File: src/rtl/instr_fetch_unit.sv
// Fetch stage: PC, word requests to imem, in-order prefetch FIFO to decode.
// Ports: clk, rst (async high); imem_req_valid/ready, imem_addr;
//   imem_rsp_valid, imem_rsp_data; id_valid/ready, id_instr, id_pc;
//   redirect_valid, redirect_pc.
// Option: define IFU_BYPASS_EN for same-cycle response-to-decode bypass.
module instr_fetch_unit #(
  parameter int unsigned ADDR_W = 8,
  parameter int unsigned DEPTH = 2,
  parameter logic [ADDR_W-1:0] RESET_PC = '0
) (
  input  logic              clk,
  input  logic              rst,
  output logic              imem_req_valid,
  input  logic              imem_req_ready,
  output logic [ADDR_W-1:0] imem_addr,
  input  logic              imem_rsp_valid,
  input  logic [15:0]       imem_rsp_data,
  output logic              id_valid,
  input  logic              id_ready,
  output logic [15:0]       id_instr,
  output logic [ADDR_W-1:0] id_pc,
  input  logic              redirect_valid,
  input  logic [ADDR_W-1:0] redirect_pc
);

  localparam int PW = $clog2(DEPTH);
  localparam int CW = PW + 1;

  typedef enum logic [1:0] {
    BOOT,
    RUN,
    FLUSH
  } state_t;

  state_t state_q, state_d;

  logic [ADDR_W-1:0] pc;
  logic [15:0]       fifo_instr [DEPTH];
  logic [ADDR_W-1:0] fifo_pc [DEPTH];
  logic [ADDR_W-1:0] aq [DEPTH];
  logic [PW-1:0]     f_rd, f_wr;
  logic [PW-1:0]     a_rd, a_wr;
  logic [CW-1:0]     f_cnt;
  logic [CW-1:0]     outstanding;
  logic [CW-1:0]     drop_cnt;

  logic          redir;
  logic          f_empty;
  logic          credit;
  logic          req_fire;
  logic          rsp_run;
  logic          byp;
  logic          push;
  logic          pop;
  logic [CW-1:0] inflight;
  logic [CW-1:0] drop_next;

  assign redir   = redirect_valid && (state_q != BOOT);
  assign f_empty = (f_cnt == '0);
  assign credit  = ({1'b0, f_cnt} + {1'b0, outstanding})
                   < (CW+1)'(DEPTH);

  assign imem_req_valid = (state_q == RUN) && !redirect_valid
                          && credit;
  assign imem_addr = pc;
  assign req_fire  = imem_req_valid && imem_req_ready;

  // Stray responses (nothing outstanding) are ignored.
  assign rsp_run = (state_q == RUN) && imem_rsp_valid
                   && (outstanding != '0) && !redir;

`ifdef IFU_BYPASS_EN
  assign byp = rsp_run && f_empty;
`else
  assign byp = 1'b0;
`endif

  assign id_valid = !f_empty || byp;
  assign id_instr = !f_empty ? fifo_instr[f_rd]
                  : (byp ? imem_rsp_data : 16'h0000);
  assign id_pc    = !f_empty ? fifo_pc[f_rd]
                  : (byp ? aq[a_rd] : '0);

  assign pop  = id_valid && id_ready && !f_empty;
  assign push = rsp_run && !(byp && id_ready);

  // Only one of outstanding / drop_cnt is ever non-zero, so their sum
  // is the number of responses still owed by memory.
  assign inflight  = outstanding + drop_cnt;
  assign drop_next = (imem_rsp_valid && (inflight != '0))
                   ? inflight - CW'(1) : inflight;

  always_ff @(posedge clk or posedge rst) begin
    if (rst) state_q <= BOOT;
    else     state_q <= state_d;
  end

  always_comb begin
    state_d = state_q;
    unique case (state_q)
      BOOT: state_d = RUN;
      RUN: begin
        if (redir && (drop_next != '0)) state_d = FLUSH;
      end
      FLUSH: begin
        if (redir)
          state_d = (drop_next != '0) ? FLUSH : RUN;
        else if ((drop_cnt == '0) ||
                 (imem_rsp_valid && (drop_cnt == CW'(1))))
          state_d = RUN;
      end
      default: state_d = BOOT;
    endcase
  end

  always_ff @(posedge clk or posedge rst) begin
    if (rst) begin
      pc          <= RESET_PC;
      f_rd        <= '0;
      f_wr        <= '0;
      a_rd        <= '0;
      a_wr        <= '0;
      f_cnt       <= '0;
      outstanding <= '0;
      drop_cnt    <= '0;
    end else if (redir) begin
      pc          <= redirect_pc;
      f_rd        <= '0;
      f_wr        <= '0;
      a_rd        <= '0;
      a_wr        <= '0;
      f_cnt       <= '0;
      outstanding <= '0;
      drop_cnt    <= drop_next;
    end else begin
      if (req_fire) begin
        pc   <= pc + ADDR_W'(1);
        a_wr <= a_wr + PW'(1);
      end
      if (rsp_run) a_rd <= a_rd + PW'(1);
      if (push)    f_wr <= f_wr + PW'(1);
      if (pop)     f_rd <= f_rd + PW'(1);
      outstanding <= outstanding + CW'(req_fire)
                     - CW'(rsp_run);
      f_cnt <= f_cnt + CW'(push) - CW'(pop);
      if ((state_q == FLUSH) && imem_rsp_valid
          && (drop_cnt != '0))
        drop_cnt <= drop_cnt - CW'(1);
    end
  end

  always_ff @(posedge clk) begin
    if (req_fire) aq[a_wr] <= pc;
    if (push) begin
      fifo_instr[f_wr] <= imem_rsp_data;
      fifo_pc[f_wr]    <= aq[a_rd];
    end
  end

  a_rsp_owed: assert property (
    @(posedge clk) disable iff (rst)
    imem_rsp_valid |-> (inflight != '0)
  );

endmodule

File: config.mk
export PLATFORM = sky130hd
export DESIGN_NAME = instr_fetch_unit
export DESIGN_NICKNAME = d
export VERILOG_FILES = /design/src/rtl/instr_fetch_unit.sv
export SDC_FILE = /design/constraint.sdc
export NUM_CORES = 1
export LEC_CHECK = 0
export ABC_AREA = 1
export CAP_MARGIN = 20
export CELL_PAD_IN_SITES_DETAIL_PLACEMENT = 0
export CELL_PAD_IN_SITES_GLOBAL_PLACEMENT = 1
export CORE_ASPECT_RATIO = 0.9
export CORE_MARGIN = 2
export CORE_UTILIZATION = 44
export CTS_BUF_LIST = sky130_fd_sc_hd__clkbuf_8 sky130_fd_sc_hd__clkbuf_16
export CTS_CLUSTER_DIAMETER = 30
export DETAILED_ROUTE_END_ITERATION = 8
export PLACE_DENSITY_LB_ADDON = 0.1
export SETUP_SLACK_MARGIN = 0.05
export SYNTH_ARGS = -nofsm -noshare
export SYNTH_HDL_FRONTEND = slang
export SYNTH_SLANG_ARGS = --single-unit
File: constraint.sdc
create_clock -name clk -period 3.7 [get_ports clk]
set_input_delay 0.74 -clock clk [delete_from_list [all_inputs] [get_ports clk]]
set_output_delay 0.74 -clock clk [all_outputs]
set_load 0.02 [all_outputs]
Word level (Yosys, flattened, before mapping):

Memory sizes are Yosys's and may differ from the RTL's.
Cells that the tools add are included.

* bits in registers: 20
* bits in writable memories: 64
* input port bits: 30
* output and inout bits: 34
* word-level logic and storage cells: 88
* memories: 3

* add/sub/neg operators: 13
* $lt $le $gt $ge: 1
* equal/unequal tests: 5
* muxes and demuxes: 26
* reductions and logical operators: 31

Memories
* fifo_instr: words 2, width 16, rd ports 1, clocked after memory_dff 0, write ports 1, line 38 `logic [15:0] fifo_instr [DEPTH];`
* aq: words 2, width 8, rd ports 1, clocked after memory_dff 0, write ports 1, line 40 `logic [ADDR_W-1:0] aq [DEPTH];`
* fifo_pc: words 2, width 8, rd ports 1, clocked after memory_dff 0, write ports 1, line 39 `logic [ADDR_W-1:0] fifo_pc [DEPTH];`

Operators with widths (count)
* two-way mux 8 bit: 3
* two-way mux 2 bit: 9
* nonzero test 2 bit: 9
* two-way mux 16 bit: 1
* logical AND 1 bit: 14
* two-way mux 1 bit: 12
* adder 8 x 1 -> 8 bit, second input constant: 1
* zero test 2 bit: 3
* case mux 2 bit (3 select lines): 1
* adder 1 bit, second input constant: 4
* adder 2 x 1 -> 2 bit: 2
* equality test 2 x 1 -> 1 bit, second input constant: 2
* subtractor 2 x 1 -> 2 bit: 2
* subtractor 2 x 1 -> 2 bit, second input constant: 2
* adder 2 x 2 -> 3 bit: 1
* zero test 1 bit: 3
* < comparator 3 x 2 -> 1 bit, second input constant: 1
* != test 3 bit, second input constant: 1
* adder 2 bit: 1
* equality test 2 bit, second input constant: 1
* != test 2 x 1 -> 1 bit, second input constant: 1
* AND reduction 2 bit: 1
* logical OR 1 bit: 1

Depth between registers and ports, before layout:

Gate-level depths: netlist of run 1.

* depth after elaboration: 8
* depth in mapped cells: 14
* gate-level depth less buffers: 14

Worst setup path before layout of run 1:

OpenSTA, ideal clock, no wires.

* path kind: reg2out
* start: register outstanding[0]
* end: output imem_req_valid
* arrival: 1.408 ns
* required time: 2.960 ns
* setup slack: 1.552 ns
* stages on the path, launching flop included: 7
* path buffers: 0
* path through: dfrtp_1 nand2_1 inv_1 fa_1 nor3_4 nand2_1 inv_1

* word-level cells in the longest chain between the ends: 3

Ends and longest elaborated chain
* start, declared: line 44 `logic [CW-1:0] outstanding;`
* start signal, assigned: line 143 `outstanding <= outstanding + CW'(req_fire)`
* adder 2 x 2 -> 3 bit: line 60 `assign credit = ({1'b0, f_cnt} + {1'b0, outstanding})`
* < comparator 3 x 2 -> 1 bit: line 61 `< (CW+1)'(DEPTH);`
* logical AND 1 bit: line 64 `&& credit;`
* end, declared: line 13 `output logic imem_req_valid,`

Every way passes these cells.

Worst setup path in the final report of run 1:

Same ends and word-level chain as after synthesis.

==> flow_summary.rst, run 1 <==
.. list-table::
   :header-rows: 1

   * - Metric
     - Value
   * - Outcome
     - completed
   * - Period minus WS final
     - 3.11 ns
   * - Max_cap viols
     - 0
   * - Area grow syn2layout
     - 24.6%
   * - Input/output buffers
     - 63
   * - Clock buffers created by TritonCTS
     - 9
   * - Most common cell after layout, fill and taps aside
     - nand2_1
   * - Via count of the first global-routing pass
     - 2445
   * - Mean post-synth cell area
     - 10.6 µm²
   * - Later-pin clock latency in the skew report
     - 0.35 ns
   * - Top delay family on crit path
     - buffers and inverters
   * - Post-CTS Setup Repair Bufs
     - 0
   * - Bufs on Longest Clock Path
     - 2
   * - Global routing met2 resource utilization
     - 0.266
   * - Total vias in the final route
     - 2516
   * - Yosys warning total
     - 0
   * - Routed len/inst
     - 12.9 µm
   * - Worst Skew
     - 0.0120 ns
   * - Transition time of the tightest slew-check pin
     - 0.855 ns
   * - Max Slew Vio Count
     - 0
   * - Number of hold-repair buffers added at the cts stage
     - 0
   * - CP peak stage delay
     - 0.59 ns
   * - Total Power Consumption
     - 3.33 mW
   * - Reg clk slew, reported paths
     - 0.09 ns
   * - Wire length of the first global-routing pass
     - 11300 µm
   * - First drt pass iteration count
     - 4
   * - Number of antenna violations at the first check in global routing
     - 0
   * - Starting density of the core
     - 0.458
   * - Setup_tns
     - 0 ns
   * - Filler Cells Inserted
     - 698
   * - Distinct cells, synth
     - 32
   * - GR Util met3
     - 0.0446
   * - TritonCTS clock tree
     - yes
   * - Routed via count divided by cell count
     - 4.83
   * - Maximum operating frequency
     - 0.322 GHz
   * - Crit end category
     - output pin
   * - Critical setup path kind
     - flop to output pin
   * - Pre-CTS WS
     - 0.683 ns
   * - Number of violations reported at the end of detailed-routing iteration 0
     - 160
   * - Crit path setup slack, layout
     - 0.594 ns
   * - Power density normalized to cell area
     - 716 nW/µm²
   * - Largest net degree at the start of global routing
     - 27
   * - Antenna diode count
     - 0
   * - Max rail drop VDD
     - 0.000330 V
   * - Summed instance area of the synthesized netlist
     - 3730 µm²
   * - Std-Cell Rows
     - 31
   * - Num Clock Sinks
     - 84
   * - Total overflow reported by the global router
     - 0
   * - Most utilized layer in the global route result
     - met2
   * - Number of hold-slack violations in the final timing report
     - 0
   * - Die Ht
     - 91.3 µm
   * - DIE WIDTH
     - 101 µm
   * - Critical path's slowest cell
     - clkdlybuf4s50_1
   * - DRC violation count after routing
     - 0
   * - Floorplan die area
     - 9220 µm²
   * - Sequential cell area fraction in the yosys report
     - 0.650
   * - Crit Path Max Fanout
     - 4
   * - RePlAce Congestion
     - 0.763
   * - Worst slew slack as a fraction of its limit
     - 0.430
   * - Routed WL
     - 6710 µm
   * - Worst Path Buf+Inv
     - 3
   * - Met1 usage
     - 0.200
   * - Post-Synthesis Net Count
     - 390
   * - CTS HTree Levels
     - 3
   * - Antenna-violating nets left
     - 0
   * - Pleak
     - 1.89 nW
   * - Ratio of cells with drive above 1 in the final layout
     - 0.0829
   * - Worst-path cell chain
     - nand2_1 > inv_1 > fa_1 > nor3_4 > nand2_1 > inv_1 > clkdlybuf4s50_1
   * - Ports
     - 64
   * - Unrepaired setup endpoints after global routing
     - no
   * - Number of nets at the end of the flow
     - 457
   * - Post-DP HPWL
     - 4420 µm
   * - Leading cell types in the layout, fill and taps excluded
     - nand2_1, edfxtp_1, clkdlybuf4s50_1
   * - Gr usage total
     - 0.159
   * - Instance count of the mapped netlist
     - 350
   * - Library cell used as clock root buffer
     - clkbuf_8
   * - Area inside the core boundary
     - 8150 µm²
   * - FF+latch count, synth
     - 84
   * - Critical path data arrival time
     - 2.37 ns
   * - Portion of the clock cycle consumed by the worst path in the final layout
     - 0.839
   * - Kind of path behind the tightest hold check
     - flop to flop
   * - Element type at the critical path start
     - flop
   * - PostCTS Resize Cnt
     - 0
   * - Number of failing setup endpoints in the final timing report
     - 0
   * - Worst hold margin
     - 0.541 ns
   * - Required time reported for the critical path endpoint
     - 2.96 ns
[state kept, by name, summed over array words and instances, names as in the netlist]
register     count
f_rd             1
fifo_pc         16
f_cnt            2
aq              16
state_q          2
a_rd             1
fifo_instr      32
drop_cnt         2
f_wr             1
outstanding      2
a_wr             1
imem_addr        8
[routing by layer]
metal / share of wire / wire length, µm
met1: 0.46 / 3110
met2: 0.48 / 3210
met3: 0.048 / 324
met4: 0.010 / 69
met5: 0 / 0
[Yosys cell counts, drive strengths merged]
library cell,instances,area [µm²]
xnor2,2,17.5
inv,33,124
fa,1,20.0
clkbuf,2,7.51
nor3,3,26.3
nand3,11,67.6
nor2,18,80.1
o211ai,3,27.5
dfrtp,20,500
edfxtp,64,1920
o21bai,2,15.0
nand2,121,464
buf,9,57.6
or2,4,25.0
nand4,2,12.5
a21oi,30,150
clkinv,1,3.75
o21ai,13,76.3
xor2,2,17.5
ha,9,113
[layout make-up]
cell class / count / area, µm² / share of cell area
repair buffers: 67 / 661 / 0.142
multi-input cells: 221 / 1110 / 0.240
well taps: 99 / 124 / 0.0267
inverters: 34 / 128 / 0.0275
flip-flops and latches: 84 / 2420 / 0.522
clock inverters: 7 / 71.3 / 0.0154
clock buffers: 9 / 124 / 0.0267
[metrics by stage]
stage,area [µm²],util,std cells
2_1_floorplan,3730,-,350
3_3_place_gp,4450,0.546,505
3_5_place_dp,4450,0.546,505
4_1_cts,4640,0.570,521
5_1_grt,4640,0.570,521
6_report,4640,0.570,521
[kinds of logic (layout without fill, tap and decap cells)]
family / Yosys count / after routing / synth area share
xor+xnor: 4 / 4 / 0.00940
buf+inv: 45 / 117 / 0.0517
compound gates: 48 / 48 / 0.0722
simple gates: 159 / 159 / 0.181
fa+ha+maj: 10 / 10 / 0.0356
flops: 84 / 84 / 0.650
[final timing paths]
path,startpoint,end,slack (ns),cells past startpoint
worst max-delay path,outstanding[0],imem_req_valid,0.59,7
worst min-delay path,aq[0][4],fifo_pc[1][4],0.54,2
worst max register to register,outstanding[0],aq[0][6],1.35,6
worst min register to register,aq[0][4],fifo_pc[1][4],0.54,2
max in group asynchronous,rst,f_cnt[0],2.35,2
min in group asynchronous,rst,imem_addr[7],0.84,2
[tightest hold or removal path: stages (launching register included)]
cell and delay (ns):
edfxtp_1 0.33, nand2_1 0.05, nand2_1 0.06
[where the power goes]
part / internal (mW) / switching [mW] / total (mW)
clock network: 0.262 / 0.353 / 0.615
logic: 0.571 / 0.815 / 1.39
registers: 1.18 / 0.141 / 1.33
(Power assumes the default switching activity.)
==> inputs of run 2 (changes only) <==
CORE_UTILIZATION = 41   (was 44)
clock period = 3.25 ns   (was 3.7 ns; I/O delays follow)
==> flow_summary.rst, run 2 (same netlist as run 1, synthesis figures left out) <==
.. list-table::
   :header-rows: 1

   * - Metric
     - Value
   * - Top Registers
     - fifo_instr: 32 flops, aq: 16 flops, fifo_pc: 16 flops
   * - Setup_tns
     - 0 ns (unchanged)
   * - Post-DP HPWL
     - 4570 µm (+3.4%)
   * - Ports
     - 64 (unchanged)
   * - Wire length of the first global-routing pass
     - 11800 µm (+4.4%)
   * - RePlAce Congestion
     - 0.784 (+2.8%)
   * - Unrepaired setup endpoints after global routing
     - no
   * - Post-CTS Setup Repair Bufs
     - 0 (unchanged)
   * - DIE WIDTH
     - 105 µm (+3.5%)
   * - Total vias in the final route
     - 2481 (-1.4%)
   * - CP peak stage delay
     - 0.59 ns (about the same)
   * - Reg clk slew, reported paths
     - 0.07 ns (-0.02 ns)
   * - TritonCTS clock tree
     - yes
   * - Floorplan die area
     - 9870 µm² (+7.0%)
   * - Bufs on Longest Clock Path
     - 2 (unchanged)
   * - Via count of the first global-routing pass
     - 2524 (+3.2%)
   * - Biggest register
     - fifo_instr
   * - Max rail drop VDD
     - 0.000314 V (-4.9%)
   * - Kind of path behind the tightest hold check
     - flop to flop
   * - Max_cap viols
     - 0 (unchanged)
   * - Die Ht
     - 94.5 µm (+3.4%)
   * - Routed via count divided by cell count
     - 4.57 (-5.4%)
   * - Most common cell after layout, fill and taps aside
     - nand2_1
   * - Total overflow reported by the global router
     - 0 (unchanged)
   * - Critical path data arrival time
     - 2.34 ns (-0.03 ns)
   * - Critical path's slowest cell
     - clkdlybuf4s50_1
   * - Transition time of the tightest slew-check pin
     - 0.811 ns (-0.0440 ns)
   * - Crit end category
     - output pin
   * - Element type at the critical path start
     - flop
   * - Leading cell types in the layout, fill and taps excluded
     - nand2_1, edfxtp_1, clkdlybuf4s50_1
   * - Number of hold-repair buffers added at the cts stage
     - 0 (unchanged)
   * - Antenna-violating nets left
     - 0 (unchanged)
   * - Worst-path cell chain
     - nand2_1 > inv_1 > fa_1 > nor3_4 > nand2_1 > inv_1 > clkdlybuf4s50_1
   * - First drt pass iteration count
     - 4 (unchanged)
   * - Area grow syn2layout
     - 26.1%
   * - Largest net degree at the start of global routing
     - 27 (unchanged)
   * - Std-Cell Rows
     - 32 (+3.2%)
   * - Number of nets at the end of the flow
     - 459 (+0.44%)
   * - Worst slew slack as a fraction of its limit
     - 0.458 (+0.0288)
   * - Routed WL
     - 6770 µm (+0.92%)
   * - Utilization after layout
     - 0.541 (-0.0293)
   * - Filler Cells Inserted
     - 798 (+14%)
   * - PostCTS Resize Cnt
     - 0 (unchanged)
   * - Number of flip-flops in the largest register
     - 32 (unchanged)
   * - Launch point of the worst hold path
     - imem_addr[7]
   * - Routed len/inst
     - 12.5 µm (-3.2%)
   * - Gr usage total
     - 0.153 (-0.00667)
   * - Clock buffers created by TritonCTS
     - 9 (unchanged)
   * - Outcome
     - completed
   * - Ratio of cells with drive above 1 in the final layout
     - 0.0825 (-0.000391)
   * - Area inside the core boundary
     - 8690 µm² (+6.7%)
   * - DRC violation count after routing
     - 0 (unchanged)
   * - Number of antenna violations at the first check in global routing
     - 0 (unchanged)
   * - Startpoint of the worst-slack reg-to-reg timing path
     - outstanding[0]
   * - Required time reported for the critical path endpoint
     - 2.60 ns (-0.36 ns)
   * - Input/output buffers
     - 63 (unchanged)
   * - Crit Path Max Fanout
     - 4 (unchanged)
   * - Period minus WS final
     - 2.99 ns
   * - Pleak
     - 1.92 nW (+1.7%)
   * - Number of violations reported at the end of detailed-routing iteration 0
     - 83 (-48%)
   * - Library cell used as clock root buffer
     - clkbuf_8
   * - Max Slew Vio Count
     - 0 (unchanged)
   * - CTS HTree Levels
     - 3 (unchanged)
   * - Later-pin clock latency in the skew report
     - 0.34 ns (about the same)
   * - Antenna diode count
     - 0 (unchanged)
   * - Worst Skew
     - 0.0116 ns (-0.000393 ns)
   * - Portion of the clock cycle consumed by the worst path in the final layout
     - 0.920
   * - Number of failing setup endpoints in the final timing report
     - 0 (unchanged)
   * - CP Launch Point
     - outstanding[0]
   * - Number of hold-slack violations in the final timing report
     - 0 (unchanged)
   * - Maximum operating frequency
     - 0.335 GHz
   * - Num Clock Sinks
     - 84 (unchanged)
   * - Starting density of the core
     - 0.429 (-0.0286)
   * - Critical setup path kind
     - flop to output pin
   * - Power density normalized to cell area
     - 825 nW/µm² (+15%)
   * - Total Power Consumption
     - 3.88 mW (+17%)
-- run 2: routing by layer --
| layer | vias to the layer above | track usage | routed length (µm) |
|---|---|---|---|
| li1 | 1297 | - | - |
| met5 | - | 0 | 0 |
| met2 | 50 | 0.250 | 3140 |
| met3 | 5 | 0.0269 | 248 |
| met1 | 1129 | 0.203 | 3320 |
| met4 | 0 | 0.0653 | 70 |
-- run 2: path summary, 6_finish.rpt --
check	end	slack [ns]	cells after the start
hold / removal	aq[0][7]	0.53	0
setup reg to reg	aq[0][4]	0.91	6
setup / recovery	imem_req_valid	0.26	7
min in group asynchronous	f_cnt[0]	0.77	2
max in group asynchronous	f_rd	1.97	2
hold reg to reg	aq[0][7]	0.53	0
-- run 2: critical path, delay by kind of cell (launching register included) --
family	cells	cell delay (ns)
buf+inv	3	0.69
fa+ha+maj	1	0.50
flops	1	0.42
simple gates	3	0.39
-- run 2: power by group --
| part | internal (mW) | total [mW] | switching [mW] |
|---|---|---|---|
| logic | 0.660 | 1.60 | 0.938 |
| registers | 1.35 | 1.51 | 0.163 |
| clock network | 0.426 | 0.767 | 0.341 |
-- run 2: stage by stage --
stage	std cells	setup WS [ns]	hold WS, ns	area (µm²)
2_1_floorplan	350	1.14	0.504	3730
3_3_place_gp	527	0.440	0.517	4490
3_5_place_dp	527	0.431	0.512	4490
4_1_cts	543	0.233	0.534	4700
5_1_grt	543	0.107	0.558	4700
6_report	543	0.261	0.528	4700
-- run 2: cell type report --
class,count,area [µm²],area share
timing repair buffer,69,676,0.144
sequential,84,2420,0.515
multi-input combinational,221,1110,0.237
inverter,34,128,0.0272
clock inverter,7,86.3,0.0184
tap,119,149,0.0317
clock buffer,9,124,0.0264
==> inputs of run 3 (changes only) <==
GPL_TIMING_DRIVEN = 0   (was unset)
SKIP_CTS_REPAIR_TIMING = 1   (was unset)
==> flow_summary.rst, run 3 (same netlist as run 1, synthesis figures left out) <==
.. list-table::
   :header-rows: 1

   * - Metric
     - Value
   * - Number of failing setup endpoints in the final timing report
     - 0 (unchanged)
   * - Outcome
     - completed
   * - Power density normalized to cell area
     - 805 nW/µm² (-2.5%)
   * - DIE WIDTH
     - 105 µm (unchanged)
   * - Std-Cell Rows
     - 32 (unchanged)
   * - Number of hold-slack violations in the final timing report
     - 0 (unchanged)
   * - Period minus WS final
     - 3.00 ns (+0.00657 ns)
   * - Routed len/inst
     - 12.7 µm (+2.0%)
   * - Required time reported for the critical path endpoint
     - 2.60 ns (about the same)
   * - Die Ht
     - 94.5 µm (unchanged)
   * - Worst Skew
     - 0.00805 ns (-0.00357 ns)
   * - Input/output buffers
     - 63 (unchanged)
   * - Ratio of cells with drive above 1 in the final layout
     - 0.0909 (+0.00836)
   * - Number of nets at the end of the flow
     - 465 (+1.3%)
   * - Max Slew Vio Count
     - 0 (unchanged)
   * - Unrepaired setup endpoints after global routing
     - no
   * - Worst Path Buf+Inv
     - 3 (unchanged)
   * - Via count of the first global-routing pass
     - 2457 (-2.7%)
   * - First drt pass iteration count
     - 6 (+2)
   * - Critical path's slowest cell
     - clkdlybuf4s50_1
   * - Top delay family on crit path
     - buffers and inverters
   * - Number of violations reported at the end of detailed-routing iteration 0
     - 118 (+42%)
   * - Post-DP HPWL
     - 4940 µm (+8.1%)
   * - Element type at the critical path start
     - flop
   * - Critical setup path kind
     - flop to output pin
   * - Later-pin clock latency in the skew report
     - 0.34 ns (about the same)
   * - Most common cell after layout, fill and taps aside
     - nand2_1
   * - Routed WL
     - 6970 µm (+2.9%)
   * - Number of flip-flops in the largest register
     - 32 (unchanged)
   * - Pleak
     - 1.91 nW (-0.68%)
   * - Max rail drop VDD
     - 0.000331 V (+5.6%)
   * - Antenna-violating nets left
     - 0 (unchanged)
   * - Maximum operating frequency
     - 0.334 GHz (-0.22%)
   * - Worst slew slack as a fraction of its limit
     - 0.344 (-0.115)
   * - Worst hold path stage count
     - 0 (unchanged)
   * - Worst hold margin
     - 0.528 ns (-0.0000860 ns)
   * - Starting density of the core
     - 0.429 (unchanged)
   * - Crit end category
     - output pin
   * - Bufs on Longest Clock Path
     - 2 (unchanged)
   * - Floorplan die area
     - 9870 µm² (unchanged)
   * - Count of cell instances traversed by the critical path
     - 7 (unchanged)
   * - Ports
     - 64 (unchanged)
   * - Crit Path Max Fanout
     - 4 (unchanged)
   * - Antenna diode count
     - 0 (unchanged)
   * - Total vias in the final route
     - 2515 (+1.4%)
   * - Max_cap viols
     - 0 (unchanged)
   * - RePlAce Congestion
     - 0.781 (-0.50%)
   * - CTS HTree Levels
     - 3 (unchanged)
   * - Gr usage total
     - 0.150 (-0.00269)
   * - Area grow syn2layout
     - 25.9%
   * - Library cell used as clock root buffer
     - clkbuf_8
   * - Critical path data arrival time
     - 2.35 ns (about the same)
   * - R2r worst-path depth
     - 6 (unchanged)
   * - Total overflow reported by the global router
     - 0 (unchanged)
   * - DRC violation count after routing
     - 0 (unchanged)
   * - Largest net degree at the start of global routing
     - 25 (-7.4%)
   * - Area inside the core boundary
     - 8690 µm² (unchanged)
   * - Biggest register
     - fifo_instr
   * - Kind of path behind the tightest hold check
     - flop to flop
   * - Leading cell types in the layout, fill and taps excluded
     - nand2_1, edfxtp_1, clkdlybuf4s50_1
   * - Num Clock Sinks
     - 84 (unchanged)
   * - Setup_tns
     - 0 ns (unchanged)
   * - Wire length of the first global-routing pass
     - 11600 µm (-2.2%)
   * - Routed via count divided by cell count
     - 4.59 (+0.45%)
   * - Worst-path cell chain
     - nand2_1 > inv_1 > fa_1 > nor3_4 > nand2_1 > inv_1 > clkdlybuf4s50_1
   * - CP peak stage delay
     - 0.59 ns (about the same)
   * - Register-to-register path setup slack
     - 0.91 ns (about the same)
   * - Number of antenna violations at the first check in global routing
     - 0 (unchanged)
   * - Portion of the clock cycle consumed by the worst path in the final layout
     - 0.922 (+0.00202)
   * - Transition time of the tightest slew-check pin
     - 0.983 ns (+0.172 ns)
   * - Top Registers
     - fifo_instr: 32 flops, aq: 16 flops, fifo_pc: 16 flops
   * - Reg clk slew, reported paths
     - 0.08 ns (about the same)
   * - Clock buffers created by TritonCTS
     - 9 (unchanged)
   * - TritonCTS clock tree
     - yes
run 3: layout make-up:
type | instances | area, µm²
plain buffers | 11 | 65.1
clock buffers | 9 | 124
clock inverters | 6 | 46.3
fillers | 802 | 4000
inverters | 34 | 128
multi-input cells | 221 | 1110
flip-flops and latches | 84 | 2420
well taps | 119 | 149
repair buffers | 64 | 646
run 3: metal layers:
layer,up-vias,GRT usage,routed length [µm]
met3,4,0.0455,314
li1,1311,-,-
met2,59,0.260,3250
met4,0,0.0338,42
met1,1141,0.186,3370
met5,-,0,0
run 3: where the power goes:
part / switching (mW) / internal, mW / total [mW]
logic: 0.956 / 0.673 / 1.63
registers: 0.150 / 1.35 / 1.50
clock network: 0.367 / 0.280 / 0.647
run 3: final timing paths:
path / startpoint / end
hold reg to reg: imem_addr[7] / aq[1][7]
hold / removal: imem_addr[7] / aq[1][7]
setup / recovery: outstanding[0] / imem_req_valid
max in group asynchronous: rst / outstanding[0]
setup reg to reg: outstanding[0] / aq[0][7]
min in group asynchronous: rst / state_q[1]
run 3: per-stage QoR:
| step | total power, mW | cells | instance area, µm² | setup WS (ns) | utilization |
|---|---|---|---|---|---|
| 6_report | 3.78 | 548 | 4690 | 0.254 | 0.540 |
| 5_1_grt | 4.06 | 548 | 4690 | 0.0850 | 0.540 |
| 4_1_cts | 3.83 | 548 | 4690 | 0.195 | 0.540 |
| 2_1_floorplan | 2.53 | 350 | 3730 | 1.14 | - |
| 3_3_place_gp | 3.15 | 532 | 4510 | 0.204 | 0.519 |
| 3_5_place_dp | 3.18 | 533 | 4520 | 0.362 | 0.520 |
